## src/rtl/kin_if.sv

```systemverilog
//------------------------------------------------------------------------------
// kin_if
// Valid/ready key-beat stream carrying one CHUNK_W chunk plus framing/parity.
// Revision: 1.0
//------------------------------------------------------------------------------
`default_nettype none

interface kin_if #(
    parameter int CHUNK_W = 1
);
    logic               valid;
    logic               ready;
    logic [CHUNK_W-1:0] data;
    logic               last;
    logic               par;

    modport master (
        output valid,
        output data,
        output last,
        output par,
        input  ready
    );

    modport slave (
        input  valid,
        input  data,
        input  last,
        input  par,
        output ready
    );
endinterface

`default_nettype wire

```

## src/rtl/sarlock_key_loader.sv

```systemverilog
//------------------------------------------------------------------------------
// sarlock_key_loader
// Assembles a SARLock key from a beat stream and exposes it only after a clean
// load. Optional parity check enabled by defining KEYLOAD_PARITY_EN.
// Revision: 1.0
//------------------------------------------------------------------------------
`default_nettype none

module sarlock_key_loader #(
    parameter int KEY_W   = 8,
    parameter int CHUNK_W = 1
) (
    input  wire logic             clk,
    input  wire logic             rst_n,
    input  wire logic             start,
    input  wire logic             clear,
    kin_if.slave                  kin,
    output logic [KEY_W-1:0]      key,
    output logic                  key_valid,
    output logic                  busy,
    output logic                  error
);

    localparam int c_N_BEATS = KEY_W / CHUNK_W;
    localparam int c_CNT_W   = $clog2(c_N_BEATS + 1);
    localparam logic [c_CNT_W-1:0] c_LAST_CNT = c_CNT_W'(c_N_BEATS - 1);

    typedef enum logic [1:0] {
        ST_IDLE  = 2'd0,
        ST_LOAD  = 2'd1,
        ST_ARMED = 2'd2,
        ST_FAULT = 2'd3
    } state_t;

    state_t               r_state;
    state_t               w_state_next;
    logic [KEY_W-1:0]     r_sr;
    logic [KEY_W-1:0]     w_sr_next;
    logic [c_CNT_W-1:0]   r_cnt;
    logic [KEY_W-1:0]     r_key;
    logic                 w_xfer;
    logic                 w_check;
    logic                 w_sr_clr;
    logic                 w_shift;
    logic                 w_arm;

    assign kin.ready = (r_state == ST_LOAD);
    assign w_xfer    = kin.valid && kin.ready;

    generate
        if (KEY_W == CHUNK_W) begin : g_single
            assign w_sr_next = kin.data;
        end else begin : g_shift
            assign w_sr_next = {r_sr[KEY_W-CHUNK_W-1:0], kin.data};
        end
    endgenerate

`ifdef KEYLOAD_PARITY_EN
    // Even parity over the whole assembled key plus the sideband bit.
    assign w_check = ~((^w_sr_next) ^ kin.par);
`else
    logic w_unused_par;
    assign w_unused_par = kin.par;
    assign w_check      = 1'b1;
`endif

    always_comb begin
        w_state_next = r_state;
        w_sr_clr     = 1'b0;
        w_shift      = 1'b0;
        w_arm        = 1'b0;
        unique case (r_state)
            ST_IDLE: begin
                if (start) begin
                    w_state_next = ST_LOAD;
                    w_sr_clr     = 1'b1;
                end
            end
            ST_LOAD: begin
                if (w_xfer) begin
                    w_shift = 1'b1;
                    // The final beat always leaves LOAD, so the counter never wraps.
                    if (r_cnt == c_LAST_CNT) begin
                        if (kin.last && w_check) begin
                            w_state_next = ST_ARMED;
                            w_arm        = 1'b1;
                        end else begin
                            w_state_next = ST_FAULT;
                        end
                    end else if (kin.last) begin
                        w_state_next = ST_FAULT;
                    end
                end
            end
            ST_ARMED: begin
                if (start) begin
                    w_state_next = ST_LOAD;
                    w_sr_clr     = 1'b1;
                end
            end
            ST_FAULT: begin
                w_state_next = ST_FAULT;
            end
            default: begin
                w_state_next = ST_IDLE;
            end
        endcase
        // clear outranks start and drops any beat offered in the same cycle.
        if (clear) begin
            w_state_next = ST_IDLE;
            w_sr_clr     = 1'b1;
            w_shift      = 1'b0;
            w_arm        = 1'b0;
        end
    end

    always_ff @(posedge clk or negedge rst_n) begin
        if (!rst_n) begin
            r_state <= ST_IDLE;
        end else begin
            r_state <= w_state_next;
        end
    end

    always_ff @(posedge clk or negedge rst_n) begin
        if (!rst_n) begin
            r_sr  <= '0;
            r_cnt <= '0;
        end else if (w_sr_clr) begin
            r_sr  <= '0;
            r_cnt <= '0;
        end else if (w_shift) begin
            r_sr  <= w_sr_next;
            r_cnt <= r_cnt + c_CNT_W'(1);
        end
    end

    // Key register is forced to zero whenever the next state is not ARMED.
    always_ff @(posedge clk or negedge rst_n) begin
        if (!rst_n) begin
            r_key <= '0;
        end else if (w_arm) begin
            r_key <= w_sr_next;
        end else if (w_state_next != ST_ARMED) begin
            r_key <= '0;
        end
    end

    assign key       = r_key;
    assign key_valid = (r_state == ST_ARMED);
    assign busy      = (r_state == ST_LOAD);
    assign error     = (r_state == ST_FAULT);

endmodule

`default_nettype wire

```

## src/flat_wrapper.sv

```systemverilog
// flat-port wrapper written by rule: the top's interface ports become plain ports
module sarlock_key_loader_flat 
#(
    parameter int KEY_W   = 8,
    parameter int CHUNK_W = 1
)
  (clk, rst_n, start, clear, key, key_valid, busy, error, kin_valid, kin_data, kin_last, kin_par, kin_ready);
  kin_if #(.CHUNK_W(CHUNK_W)) kin_i ();
  input  wire logic clk;
  input  wire logic rst_n;
  input  wire logic start;
  input  wire logic clear;
  output logic [KEY_W-1:0] key;
  output logic key_valid;
  output logic busy;
  output logic error;
  input wire logic [$bits(kin_i.valid)-1:0] kin_valid;
  input wire logic [$bits(kin_i.data)-1:0] kin_data;
  input wire logic [$bits(kin_i.last)-1:0] kin_last;
  input wire logic [$bits(kin_i.par)-1:0] kin_par;
  output wire logic [$bits(kin_i.ready)-1:0] kin_ready;
  assign kin_i.valid = kin_valid;
  assign kin_i.data = kin_data;
  assign kin_i.last = kin_last;
  assign kin_i.par = kin_par;
  assign kin_ready = kin_i.ready;
  sarlock_key_loader #(.KEY_W(KEY_W), .CHUNK_W(CHUNK_W)) u_core (.clk(clk), .rst_n(rst_n), .start(start), .clear(clear), .kin(kin_i), .key(key), .key_valid(key_valid), .busy(busy), .error(error));
endmodule
```

## config.mk

```make
export PLATFORM = sky130hd
export DESIGN_NAME = sarlock_key_loader_flat
export DESIGN_NICKNAME = d
export VERILOG_FILES = /design/src/rtl/kin_if.sv /design/src/rtl/sarlock_key_loader.sv /design/src/flat_wrapper.sv
export SDC_FILE = /design/constraint.sdc
export NUM_CORES = 1
export LEC_CHECK = 0
export ABC_CLOCK_PERIOD_IN_PS = 1700
export CAP_MARGIN = 10
export CORE_MARGIN = 2
export CORE_UTILIZATION = 45
export CTS_BUF_LIST = sky130_fd_sc_hd__clkbuf_4
export DETAILED_ROUTE_END_ITERATION = 10
export HOLD_SLACK_MARGIN = 0.15
export PLACE_DENSITY = 0.72
export REMOVE_ABC_BUFFERS = 1
export SLEW_MARGIN = 15
export SYNTH_ARGS = -nofsm -noshare
export SYNTH_HDL_FRONTEND = slang
export SYNTH_SLANG_ARGS = --single-unit
```

## constraint.sdc

```tcl
create_clock -name clk -period 1.7 [get_ports clk]
set_input_delay 0.17 -clock clk [delete_from_list [all_inputs] [get_ports clk]]
set_output_delay 0.17 -clock clk [all_outputs]
set_load 0.005 [all_outputs]
```

**Yosys cells after proc, flatten, opt, wreduce, memory -nomap -nowiden**

Index checks and enable logic that the tools add are counted.
W data, S select, Z words.

- Reduce and logical (&&, ||, !) cells: 5
- Muxes and demuxes: 24
- Eq/ne operators: 5
- $add $sub $neg: 1

Operators by type and width:

| kind | count |
|---|---|
| $mux W8 | 2 |
| $mux W7 | 2 |
| $mux W1 | 12 |
| $mux W2 | 5 |
| $mux W4 | 2 |
| $pmux W2 S3 | 1 |
| $add A4 B1 Y4 const B | 1 |
| $eq A2 B2 Y1 const B | 2 |
| $eq A4 B3 Y1 const B | 1 |
| $reduce_bool A2 Y1 | 2 |
| $eq A2 B1 Y1 const B | 1 |
| $logic_not A2 Y1 | 1 |
| $ne A2 B2 Y1 const B | 1 |
| $reduce_or A2 Y1 | 1 |
| $logic_and A1 B1 Y1 | 1 |

- Bits of input ports: 8
- Register bits: 21
- Output and inout bits: 12

**Longest topological paths before layout**

- Word-level depth: 8
- Depth in mapped cells: 5

**Least setup slack after synthesis**

OpenSTA, ideal clock, no wires.

- Path kind: register to register
- Start point: register u_core.r_cnt[0]
- End point: register u_core.r_key[0], in the netlist u_core.key[0]
- Required time: 1579 ps
- Cell stages (with the launch flop): 6
- Path slack: 237 ps
- Data arrival time: 1342 ps
- Period minus slack after synthesis: 1463 ps
- Cell sequence: dfrtp_1 > ha_1 > and3b_1 > o2111ai_1 > a21oi_2 > a22o_1

- Longest elaborated chain between the ends: 7

RTL lines:

| what | line | text |
|---|---|---|
| start: declaration | sarlock_key_loader.sv:39 | `logic [c_CNT_W-1:0] r_cnt;` |
| start signal: assignment | sarlock_key_loader.sv:134 | `r_cnt <= r_cnt + c_CNT_W'(1);` |
| $eq A4 B3 Y1 (*) | sarlock_key_loader.sv:83 | `if (r_cnt == c_LAST_CNT) begin` |
| $mux W2 | sarlock_key_loader.sv:83 |  |
| $mux W2 | sarlock_key_loader.sv:80 | `if (w_xfer) begin` |
| $pmux W2 S3 | sarlock_key_loader.sv:72 | `unique case (r_state)` |
| $mux W2 | sarlock_key_loader.sv:109 | `if (clear) begin` |
| $ne A2 B2 Y1 | sarlock_key_loader.sv:144 | `end else if (w_state_next != ST_ARMED) begin` |
| $reduce_bool A2 Y1 (no line) | - |  |
| end signal: assignment | sarlock_key_loader.sv:143 | `r_key <= w_sr_next;` |
| end: declaration | sarlock_key_loader.sv:40 | `logic [KEY_W-1:0] r_key;` |

Every way passes the cells marked *; elsewhere a longest branch is shown, timed or not.
A chain may end at the register's enable or synchronous reset.

**Final worst setup path**

- Start point: register u_core.r_state[0]
- End point: output kin_ready

- Longest elaborated chain between the ends: 1

RTL lines:

| what | line | text |
|---|---|---|
| start: declaration | sarlock_key_loader.sv:35 | `state_t r_state;` |
| start signal: assignment | sarlock_key_loader.sv:121 | `r_state <= w_state_next;` |
| $eq A2 B1 Y1 | sarlock_key_loader.sv:47 | `assign kin.ready = (r_state == ST_LOAD);` |
| end: declaration | flat_wrapper.sv:21 | `output wire logic [$bits(kin_i.ready)-1:0] kin_ready;` |

Every way passes these cells.

==> flow_summary_export.csv <==
group,metric,value,unit
outcome,status,"finished clean",
global_route,grt_max_degree,22,
critical_path,worstPathRequired,1530,ps
clock_tree,cts_buffers,3,
yosys,synth.area.top_cells,"dfrtp_1 (57%), a22o_1 (7.7%), a22o_2 (3.3%)",
place,routabilityCongestion,0.7276,
floorplanning,fp.dieArea,2409,um2
route,num_vias,619,
clock_tree,path_clk_slew,120,ps
clock_tree,cts_tree,"yes",
route,via_per_inst,5.116,
yosys,synthDistinctLibCells,28,
yosys,yosys.area.top_type,"dfrtp_1",
clock_tree,cts.htree.levels,1,
critical_path,critPathMaxFanout,7,
yosys,yosys_warnings,0,
sta,fin_crit_sh,92.69,%
sta,drv_slew,0,
yosys,netlist_area,914.6,um2
global_route,grt_pass1_vias,608,
floorplanning,coreArea,1942,um2
critical_path,worstSetupPathType,"reg -> out",
route,first_pass_iters,4,
critical_path,crit_path_max_incr_delay,500,ps
yosys,ys_seq_area_share,57.46,%
sta,fmax,634.6,MHz
sta,rsz0062_at_grt,"no",
critical_path,slowest_stage,"clkdlybuf4s50_1",
floorplanning,ioPinCount,20,
place,port_buffers,18,
critical_path,cp.arrival,1410,ps
floorplanning,initial_utilization,47.10,%
yosys,syn_inst,72,
power_and_ir_drop,leakage,0.5432,nW
critical_path,crit_path_end_kind,"output pin",
clock_tree,cts_root_buf,"clkbuf_4",
yosys,synth_area_per_cell,12.70,um2
global_route,grt-ovfl-total,0,
clock_tree,cts.path.max_buffers,2,
sta,maxSlewHeadroom,82.32,%
route,drt_first_iter_violations,5,
critical_path,crit_chain,"nor2b_4, clkdlybuf4s50_1",
sta,min_period,1576,ps
clock_tree,insertion_delay,300,ps
floorplanning,die_h,49.09,um
sta,worst_slew_pin_slew,265.2,ps
sta,skew,8.890,ps
layout,area_growth_syn_to_layout,27.91,%
flow_run,cap_violations,0,
sta,setup_viol,0,
floorplanning,die_w,49.09,um
global_route,grt_usage,15.15,%
power_and_ir_drop,powerDensity,709.9,nW/um2
global_route,antenna_found_initial,0,
route,ant_nets,0,
place,place_hpwl,1.178,mm
route,routed_wl,1.660,mm
layout,final_common_cell,"dfrtp_1",
yosys,yosysTopAreaCellShare,57.46,%
route,wl_per_cell,13.72,um
sta,hold_violations,0,
layout,diodes,0,
sta,hold_ws,187.1,ps
route,route.detailed.drc,0,
power_and_ir_drop,ir_drop,725.7,uV
global_route,grt_pass1_wl,2.835,mm
layout,fin_nets,104,
floorplanning,row_count,16,
layout,drive_gt1_share,22.34,%
clock_tree,clkSinkCount,21,
layout,layout_common_cells,"dfrtp_1 (20), clkdlybuf4s50_1 (17), nor2_1 (8), a22o_1 (8), nand2_1 (4)",
critical_path,critical_path.startpoint_type,"register",
hold_path,hold_path_class,"in -> async",
yosys,ys_ff_latch,21,
sta,finalSetupTns,0,ps
==> area by class of cell <==
class	count	area, um2
fillers	158	772.0
flip-flops and latches	21	526.8
multi-input cells	47	372.9
repair buffers	21	205.2
well taps	27	33.78
clock buffers	3	22.52
clock inverters	1	5.005
inverters	1	3.754
==> flip-flops by register name (all words and copies together), names as in the netlist <==
register,flops
u_core.r_state,2
u_core.key,8
u_core.r_cnt,4
u_core.r_sr,7
==> cells by family after synthesis <==
group	after synthesis	synth area share, %
adder cells (fa/ha/maj)	1	1.368
AND/OR/NAND/NOR	24	16.28
XOR/XNOR	3	2.873
multiplexers	3	3.283
flip-flops	21	57.46
buffers and inverters	4	3.282
AO/OA/AOI/OAI	16	15.46
==> where the power goes <==
| group | internal, mW | switching (mW) |
|---|---|---|
| sequential | 0.504 | 0.00638 |
| combinational | 0.0416 | 0.0413 |
| clock | 0.0877 | 0.149 |
==> stage by stage <==
| stage | setup slack [ps] | std cells | total power [mW] | area [um2] | util (%) |
|---|---|---|---|---|---|
| final | 124.3 | 121 | 0.8305 | 1170 | 60.24 |
| after global routing | 53.08 | 121 | 0.8759 | 1170 | 60.24 |
| after CTS | 18.46 | 120 | 0.8354 | 1145 | 58.96 |
| after detailed placement | 98.59 | 116 | 0.5986 | 1117 | 57.54 |
| after global placement | 134.2 | 116 | 0.5972 | 1117 | 57.54 |
| after floorplan | 237.4 | 69 | 0.5513 | 888.4 | - |
==> Yosys cell counts <==
library cell   n
a32o_1         1
nand3_1        1
ha_1           1
and2_2         1
a22o_1         8
dfrtp_1       21
a21oi_2        1
nand2b_2       1
nand2_1        4
nor2_2         1
a311oi_1       1
o2111ai_1      1
and3_4         2
xor2_1         2
a22o_2         3
nand4_1        1
mux2i_1        3
and3b_1        1
xnor2_1        1
nor2_1         8
buf_6          1
and2b_2        1
and3b_2        1
buf_4          2
nor2b_4        1
a21oi_1        1
inv_1          1
nand2b_1       1
==> final timing paths <==
path                                   start                end  slack [ps]  cells after the start
max                        u_core.r_state[0]          kin_ready         120                      2
min                                    rst_n      u_core.key[0]         190                      2
max reg2reg                  u_core.r_cnt[0]      u_core.key[5]         130                      5
min reg2reg                    u_core.key[0]      u_core.key[0]         510                      1
max in group asynchronous              rst_n  u_core.r_state[0]        1290                      2
min in group clk                       clear  u_core.r_state[0]         460                      2
==> critical path, delay by kind of cell (launching register included) <==
family	cells	cell delay, ps
buffers and inverters	1	500
DFF	1	430
and+or+nand+nor	1	170
==> what timing repair did <==
action / 4_1_cts / 5_1_grt
hold buffers: 0 / 0
endpoints found under the setup margin: 0 / 11
gates resized for setup: 0 / 4
setup buffers: 0 / 1
==> per-layer routing <==
layer | up-vias | share of wire [%] | global-route usage, %
met5 | - | 0 | 0
met4 | 0 | 0 | 1.429
met3 | 0 | 4.8 | 5.215
met2 | 12 | 47 | 23.42
met1 | 307 | 49 | 21.37
li1 | 300 | - | -
Note: power is estimated with default switching activity, not from simulation.
